==> src/rtl/spi_apb_cmd_sequencer.sv <==
// APB master that turns one multi-byte SPI command descriptor into the
// register sequence of an SPI master peripheral (TX load, start, busy poll,
// RX capture) and returns the collected read bytes over valid/ready.
module spi_apb_cmd_sequencer #(
  parameter int          POLL_MAX   = 64,
  parameter logic [7:0]  DUMMY_BYTE = 8'hFF
) (
  input  logic        clk_i,
  input  logic        aresetn_i,
  // command descriptor
  input  logic        cmd_valid_i,
  output logic        cmd_ready_o,
  input  logic [2:0]  cmd_len_i,
  input  logic [47:0] cmd_bytes_i,
  input  logic [5:0]  cmd_is_write_i,
  // response
  output logic        rsp_valid_o,
  input  logic        rsp_ready_i,
  output logic [47:0] rsp_data_o,
  output logic        rsp_err_o,
  // APB master towards the SPI peripheral
  output logic [7:0]  paddr_o,
  output logic        psel_o,
  output logic        penable_o,
  output logic        pwrite_o,
  output logic [7:0]  pwdata_o,
  input  logic        pready_i,
  input  logic [7:0]  prdata_i
);

  // SPI master register map
  localparam logic [7:0] ADDR_TX     = 8'h00;
  localparam logic [7:0] ADDR_RX     = 8'h01;
  localparam logic [7:0] ADDR_CTRL   = 8'h02;
  localparam logic [7:0] ADDR_STATUS = 8'h03;
  localparam logic [7:0] CTRL_ABORT  = 8'h04;

  localparam int         PCW        = $clog2(POLL_MAX + 1);
  localparam logic [PCW-1:0] POLL_MAX_C = PCW'(POLL_MAX);

  // APB bus phase
  typedef enum logic [1:0] {
    ST_IDLE,
    ST_SETUP,
    ST_ACCESS,
    ST_RESP
  } state_e;

  // which register access of the current byte is in flight
  typedef enum logic [2:0] {
    STEP_TX,
    STEP_CTRL,
    STEP_POLL,
    STEP_RX,
    STEP_ABORT
  } step_e;

  state_e          state_q, state_d;
  step_e           step_q, step_d;
  logic [2:0]      byte_idx_q, byte_idx_d;
  logic [PCW-1:0]  poll_cnt_q, poll_cnt_d;
  logic [2:0]      len_q, len_d;
  logic [47:0]     bytes_q, bytes_d;
  logic [5:0]      mask_q, mask_d;

  logic            cmd_ready_q, cmd_ready_d;
  logic            rsp_valid_q, rsp_valid_d;
  logic [47:0]     rsp_data_q, rsp_data_d;
  logic            rsp_err_q, rsp_err_d;
  logic [7:0]      paddr_q, paddr_d;
  logic            psel_q, psel_d;
  logic            penable_q, penable_d;
  logic            pwrite_q, pwrite_d;
  logic [7:0]      pwdata_q, pwdata_d;

  logic            last_byte;
  logic            len_legal;
  logic            status_busy;
  logic [PCW-1:0]  poll_cnt_inc;

  assign last_byte    = (byte_idx_q == len_q - 3'd1);
  assign len_legal    = (cmd_len_i != 3'd0) && (cmd_len_i != 3'd7);
  assign status_busy  = prdata_i[0];
  assign poll_cnt_inc = poll_cnt_q + PCW'(1);

  // Next-state sequencing plus decode of the registered APB/handshake outputs.
  always_comb begin
    // NOTE: every signal gets its hold value first so no path through the
    // case statements can leave one unassigned and infer a latch.
    state_d     = state_q;
    step_d      = step_q;
    byte_idx_d  = byte_idx_q;
    poll_cnt_d  = poll_cnt_q;
    len_d       = len_q;
    bytes_d     = bytes_q;
    mask_d      = mask_q;
    rsp_data_d  = rsp_data_q;
    rsp_err_d   = rsp_err_q;
    paddr_d     = paddr_q;
    pwrite_d    = pwrite_q;
    pwdata_d    = pwdata_q;

    unique case (state_q)
      ST_IDLE: begin
        if (cmd_valid_i && cmd_ready_q) begin
          len_d      = cmd_len_i;
          bytes_d    = cmd_bytes_i;
          mask_d     = cmd_is_write_i;
          byte_idx_d = 3'd0;
          poll_cnt_d = '0;
          step_d     = STEP_TX;
          rsp_data_d = '0;
          rsp_err_d  = !len_legal;
          state_d    = len_legal ? ST_SETUP : ST_RESP;
        end
      end

      ST_SETUP: state_d = ST_ACCESS;

      ST_ACCESS: begin
        if (pready_i) begin
          state_d = ST_SETUP;
          unique case (step_q)
            STEP_TX:   step_d = STEP_CTRL;
            STEP_CTRL: begin
              step_d     = STEP_POLL;
              poll_cnt_d = '0;
            end
            STEP_POLL: begin
              if (status_busy) begin
                poll_cnt_d = poll_cnt_inc;
                step_d     = (poll_cnt_inc == POLL_MAX_C) ? STEP_ABORT : STEP_POLL;
              end else if (!mask_q[byte_idx_q]) begin
                step_d = STEP_RX;
              end else if (last_byte) begin
                state_d = ST_RESP;
              end else begin
                byte_idx_d = byte_idx_q + 3'd1;
                step_d     = STEP_TX;
              end
            end
            STEP_RX: begin
              rsp_data_d[8*byte_idx_q +: 8] = prdata_i;
              if (last_byte) begin
                state_d = ST_RESP;
              end else begin
                byte_idx_d = byte_idx_q + 3'd1;
                step_d     = STEP_TX;
              end
            end
            STEP_ABORT: begin
              rsp_err_d = 1'b1;
              state_d   = ST_RESP;
            end
            default: state_d = ST_RESP;
          endcase
        end
      end

      ST_RESP: begin
        if (rsp_ready_i) state_d = ST_IDLE;
      end

      default: state_d = ST_IDLE;
    endcase

    // Outputs are registered: decode them from the state being entered.
    cmd_ready_d = (state_d == ST_IDLE);
    rsp_valid_d = (state_d == ST_RESP);
    psel_d      = (state_d == ST_SETUP) || (state_d == ST_ACCESS);
    penable_d   = (state_d == ST_ACCESS);

    if (state_d == ST_SETUP) begin
      unique case (step_d)
        STEP_TX: begin
          paddr_d  = ADDR_TX;
          pwrite_d = 1'b1;
          pwdata_d = mask_d[byte_idx_d] ? bytes_d[8*byte_idx_d +: 8] : DUMMY_BYTE;
        end
        STEP_CTRL: begin
          paddr_d  = ADDR_CTRL;
          pwrite_d = 1'b1;
          pwdata_d = {6'b0, (byte_idx_d == len_d - 3'd1), 1'b1};
        end
        STEP_POLL: begin
          paddr_d  = ADDR_STATUS;
          pwrite_d = 1'b0;
          pwdata_d = 8'h00;
        end
        STEP_RX: begin
          paddr_d  = ADDR_RX;
          pwrite_d = 1'b0;
          pwdata_d = 8'h00;
        end
        STEP_ABORT: begin
          paddr_d  = ADDR_CTRL;
          pwrite_d = 1'b1;
          pwdata_d = CTRL_ABORT;
        end
        default: begin
          paddr_d  = 8'h00;
          pwrite_d = 1'b0;
          pwdata_d = 8'h00;
        end
      endcase
    end else if (state_d != ST_ACCESS) begin
      // bus quiet outside a transfer; during ACCESS the setup values hold
      paddr_d  = 8'h00;
      pwrite_d = 1'b0;
      pwdata_d = 8'h00;
    end
  end

  // State and output registers; async reset drops the bus immediately.
  always_ff @(posedge clk_i or negedge aresetn_i) begin
    if (!aresetn_i) begin
      state_q     <= ST_IDLE;
      step_q      <= STEP_TX;
      byte_idx_q  <= 3'd0;
      poll_cnt_q  <= '0;
      len_q       <= 3'd0;
      bytes_q     <= '0;
      mask_q      <= '0;
      cmd_ready_q <= 1'b0;
      rsp_valid_q <= 1'b0;
      rsp_data_q  <= '0;
      rsp_err_q   <= 1'b0;
      paddr_q     <= 8'h00;
      psel_q      <= 1'b0;
      penable_q   <= 1'b0;
      pwrite_q    <= 1'b0;
      pwdata_q    <= 8'h00;
    end else begin
      // NOTE: non-blocking assignments so every flop samples the values from
      // before this edge, independent of statement order.
      state_q     <= state_d;
      step_q      <= step_d;
      byte_idx_q  <= byte_idx_d;
      poll_cnt_q  <= poll_cnt_d;
      len_q       <= len_d;
      bytes_q     <= bytes_d;
      mask_q      <= mask_d;
      cmd_ready_q <= cmd_ready_d;
      rsp_valid_q <= rsp_valid_d;
      rsp_data_q  <= rsp_data_d;
      rsp_err_q   <= rsp_err_d;
      paddr_q     <= paddr_d;
      psel_q      <= psel_d;
      penable_q   <= penable_d;
      pwrite_q    <= pwrite_d;
      pwdata_q    <= pwdata_d;
    end
  end

  assign cmd_ready_o = cmd_ready_q;
  assign rsp_valid_o = rsp_valid_q;
  assign rsp_data_o  = rsp_data_q;
  assign rsp_err_o   = rsp_err_q;
  assign paddr_o     = paddr_q;
  assign psel_o      = psel_q;
  assign penable_o   = penable_q;
  assign pwrite_o    = pwrite_q;
  assign pwdata_o    = pwdata_q;

endmodule

==> config.mk <==
export PLATFORM = sky130hd
export DESIGN_NAME = spi_apb_cmd_sequencer
export DESIGN_NICKNAME = d
export VERILOG_FILES = /design/src/rtl/spi_apb_cmd_sequencer.sv
export SDC_FILE = /design/constraint.sdc
export NUM_CORES = 1
export LEC_CHECK = 0
export ABC_AREA = 0
export ABC_CLOCK_PERIOD_IN_PS = 8500
export BUFFER_PORTS_ARGS = -buffer_cell sky130_fd_sc_hd__buf_2
export CAP_MARGIN = 30
export CORE_UTILIZATION = 50
export CTS_CLUSTER_SIZE = 25
export DETAILED_ROUTE_END_ITERATION = 8
export HOLD_SLACK_MARGIN = 0.06
export PLACE_DENSITY = 0.74
export SLEW_MARGIN = 20
export SYNTH_ARGS = -nofsm -noshare
export SYNTH_HDL_FRONTEND = slang
export SYNTH_SLANG_ARGS = --single-unit
==> constraint.sdc <==
create_clock -name clk_i -period 8.5 [get_ports clk_i]
set_clock_uncertainty 0.2 [all_clocks]
set_input_delay 1.7 -clock clk_i [delete_from_list [all_inputs] [get_ports clk_i]]
set_output_delay 1.7 -clock clk_i [all_outputs]
set_load 0.05 [all_outputs]
### After elaboration in Yosys (flattened, before gate mapping)

Cells that the tools add are included.
Widths: inputs -> output; s select.

| storage, ports and cells | value |
|---|---|
| logic and storage cells | 125 |
| output and inout bits | 70 |
| input bits | 70 |
| flip-flop bits (word level) | 142 |

| cells by class | value |
|---|---|
| shift-type cells | 3 |
| magnitude comparators | 2 |
| mux-type cells | 57 |
| add/sub/neg operators | 5 |
| eq/ne operators | 25 |
| reduce and logical (&&, ||, !) cells | 17 |

Operators with widths:

| operator | number |
|---|---|
| $mux 48 | 5 |
| $pmux 48 s2 | 1 |
| $bwmux 48 | 1 |
| $shift 8x34->48 const A | 1 |
| $shiftx 48x7->8 | 1 |
| $shiftx 8x34->48 | 1 |
| $mux 3 | 13 |
| $neg 6->34 | 1 |
| $mux 8 | 4 |
| $pmux 7 s2 | 2 |
| $pmux 8 s3 | 1 |
| $mux 7 | 3 |
| $pmux 3 s2 | 3 |
| $mux 2 | 7 |
| $eq 3x2->1 const B | 4 |
| $mux 6 | 2 |
| $pmux 2 s3 | 2 |
| $pmux 3 s4 | 1 |
| $eq 2x2->1 const B | 4 |
| $lt 3x4->1 const B | 2 |
| $mux 1 | 8 |
| $ne 2x2->1 const B | 4 |
| $pmux 2 s4 | 1 |
| $reduce_and 4->1 | 2 |
| other kinds (23) | 35 |

### Depth between registers and ports, before layout

| logic depth | value |
|---|---|
| depth after elaboration | 13 |
| gate-level depth with buffers | 14 |
| depth with buffers taken out | 13 |

### Worst setup path after synthesis

Ideal clock, no wire load.

| timing path | value |
|---|---|
| kind | input-to-reg |
| start | in cmd_valid_i |
| end | reg pwdata_q[1] (netlist: pwdata_o[1]) |
| setup time | 0.130 ns |
| buffers on the path | 3 |
| arrival time | 3.985 ns |
| required time | 8.170 ns |
| stages on the path | 12 |
| setup slack | 4.185 ns |
| cells stage by stage | a21oi_1 -> or2_2 -> nor2_1 -> buf_2 -> buf_2 -> buf_2 -> mux2i_1 -> ha_1 -> xor2_1 -> xnor2_1 -> a41oi_1 -> o31ai_1 |

| between the ends | value |
|---|---|
| word-level cells in the longest chain between the ends | 8 |
| elaborated cells between the ends (all ways) | 27 |
| those cells by class | add/sub (1); eq/ne (5); shift (1); mux (17); reduce/logical (3) |

RTL lines:

| what | line | source |
|---|---|---|
| from (decl) | 11 | `input logic cmd_valid_i,` |
| $logic_and 1x1->1 (*) | 105 | `if (cmd_valid_i && cmd_ready_q) begin` |
| branches (longest 7 deep; another with $shiftx 48x7->8) | - |  |
| to (signal assigned) | 251 | `pwdata_q <= pwdata_d;` |
| to (decl) | 74 | `logic [7:0] pwdata_q, pwdata_d;` |

Every way passes the cells marked *. The select of a mux whose other input is x is not followed.
A chain may end at the register's enable or synchronous reset.

### Worst setup path in the final report

| timing path | value |
|---|---|
| start | in cmd_valid_i |
| end | reg pwdata_q[6] (netlist: pwdata_o[6]) |

| between the ends | value |
|---|---|
| elaborated cells between the ends (all ways) | 23 |
| those cells by class | eq/ne (4); shift (1); mux (15); reduce/logical (3) |

RTL lines:

| what | line | source |
|---|---|---|
| $logic_and 1x1->1 (*) | 105 |  |
| $mux 2 (*) | 105 |  |
| $pmux 2 s4 (*) | 103 | `unique case (state_q)` |
| via state_d[0] | 58 | `state_e state_q, state_d;` |
| $eq 2x1->1 or $ne 2x2->1 (tied branches) | 173, 206 |  |
| $mux 8 or $reduce_bool 2->1 (tied branches) | - |  |

The timed path passes the listed nets; every way through them passes the cells marked *. The select of a mux whose other input is x is not followed.

==> metrics.cfg <==
[global_routing]
grt_max_degree=80
grt.overflow.total=0
grt_usage_pct=25.08
antenna_found_initial=0
grt_pass1_vias=5395
grt_pass1_wl_um=27340

[die]
io_pins=140
die_y_um=117.5
rows=41
core-area_mm2=0.01282
floorplan.initialDensity_pct=52.03
dieArea_mm2=0.01381
die_x_um=117.5

[pwr]
p_total_mw=3.310
combPwrFrac_pct=47.1
pwr-share-seq_pct=29.2
p_int_mw=1.896
vdd_ir_drop_max_uv=182.5
pwr_density_cell_mw_per_mm2=409.0
power.leakage_nw=4.087
clkPwrFrac_pct=23.7
switchingPower_mw=1.414
switching_share_pct=42.73

[logic_synthesis]
synth_edf_count=0
netlist_area_mm2=0.006673
yosysTopAreaCell=dfrtp_1
ys.flop_type=dfrtp_1
syn_avg_cell_area_um2=9.930
synthTopCellsByCount=nand2_1, dfrtp_1, a22o_1, o21ai_0, nor2_1
yosysMostFrequentCell=nand2_1
yosysSeqAreaShare_pct=51.00
synthArstFlopShare_pct=100.0
synth_top_area_share_pct=51.00
synth_area_leaders=dfrtp_1, nand2_1, a22o_1
yosys_register_bits=136
ys_warn_count=0
netlist_instances=672
ys_types=71

[cells_and_area]
fin_util_pct=63.11
diodes=0
fin_area_mm2=0.008094
drive_above_1_share_pct=25.71
nets=884
syn2layout_area_growth_pct=21.30

[worst_setup_path]
critical_path_arrival_ps=4610
cp.required_ps=8560
cp-endpoint=pwdata_o[6]
worstSetupStartpointType=primary input
crit_type=primary input to flop
cp-startpoint=cmd_valid_i
worstReg2RegEnd=pwdata_o[6]
worst_setup_path_end_kind=flop
path_max_fanout=41
reg2reg_depth=11
r2r-start=byte_idx_q[0]
ff2ff_setup_slack_ps=4450

[placement]
dp.final_hpwl_um=11720
numPortBuffers=133
placed_cell_area_mm2=0.007442
place_congestion=0.8604

[cts]
cts_resized=0
cts_tree=built
clockBufferDepth=2
postCtsSetupBuffers=0
numCtsBuffers=17
clock-sinks=136
cts.clk_slew.worst_paths_ps=60
clock_latency_ps=420
hold_buffers=0
htreeDepth=4
cts_root_buffer=clkbuf_16

[sta]
period_needed_ps=4554
fin_crit_sh_pct=53.58
setup_viol=0
fmax_ghz=0.2196
slew_headroom_pct=43.41
rsz0062_at_grt=no
tns_ps=0
hold_viol=0
worst_pin_slew_ps=842.4
drv_slew=0

[outcome]
status=finished clean

[drt]
wl_per_cell_um=16.99
wl_um=16740
vias=5519
viasPerCell=5.603
drc=0
drt_iter0_drc=342
drtAntennaViolNets=0
firstDrtPassIters=5

[min_path]
min-delay-path-class=flop to flop

[run]
cap_violations=0

-- critical path, cell delays in order --
cell,delay (ps)
buf_2,110
a21oi_1,240
nor2_1,150
nand2_1,80
buf_4,390
nand2_1,200
inv_1,170
ha_1,560
nand3b_1,270
or3_1,260
a21boi_0,400
a41oi_2,80
-- layout make-up --
| type | count | area, µm² |
|---|---|---|
| tap | 172 | 215.2 |
| inverter | 22 | 85.08 |
| clock inverter | 8 | 142.6 |
| fill | 1077 | 4731 |
| multi-input combinational | 485 | 3040 |
| clock buffer | 24 | 481.7 |
| timing repair buffer | 138 | 725.7 |
| sequential | 136 | 3403 |
-- metrics by stage --
| step | instances | hold slack, ps | worst slack [ps] |
|---|---|---|---|
| 2_1_floorplan | 677 | 233.1 | 4185 |
| 3_3_place_gp | 952 | 248.8 | 3711 |
| 3_5_place_dp | 952 | 252.7 | 3619 |
| 4_1_cts | 984 | 266.6 | 4004 |
| 5_1_grt | 985 | 287.5 | 3730 |
| 6_report | 985 | 265.6 | 3946 |
-- layout by cell type (no fill, tap or decap), types with 12 or more instances in the layout --
cell type  instances
a21oi_1           12
a22o_1            34
buf_2            132
clkbuf_16         17
dfrtp_1          136
ha_1              14
inv_1             18
mux2_2            16
mux2i_1           14
nand2_1          180
nor2_1            26
nor3_1            13
o21ai_0           27
-- cell families after synthesis --
logic type	share of synthesized area, %
compound gates	16.90
fa+ha+maj	2.625
simple gates	18.83
xor+xnor	1.519
flops	51.00
mux	5.250
other cells	0.05620
buf+inv	3.825
-- sequential cells by signal, summed over array words and instances (netlist names), 2 cells and up --
| register | flops |
|---|---|
| rsp_data_o | 48 |
| paddr_o | 2 |
| pwdata_o | 8 |
| state_q | 2 |
| byte_idx_q | 3 |
| step_q | 3 |
| bytes_q | 48 |
| mask_q | 6 |
| poll_cnt_q | 7 |
| len_q | 3 |
-- layer usage --
layer,part of all wire (%),vias up,global-route usage (%)
met4,1.9,0,10.42
li1,-,2605,-
met5,0,-,0
met2,48,208,39.94
met3,5.3,30,5.039
met1,45,2676,33.56
-- power by group through the flow --
stage	clock (mW)	combinational [mW]	sequential, mW
floorplan	0	1.07	1.08
detailed placement	0	1.53	0.975
global placement	0	1.49	0.967
global route	0.821	1.70	0.990
CTS	0.793	1.55	0.966
finish	0.784	1.56	0.966
-- worst min path at each step --
stage,start,depth (start not counted),end,slack [ps]
2_1_floorplan,bytes_q[43],2,bytes_q[43],230
3_3_place_gp,bytes_q[43],2,bytes_q[43],250
3_5_place_dp,bytes_q[47],2,bytes_q[47],250
4_1_cts,bytes_q[47],2,bytes_q[47],270
5_1_grt,bytes_q[47],2,bytes_q[47],290
6_report,bytes_q[47],2,bytes_q[47],270
No activity file was read; power rests on OpenSTA's default activity.
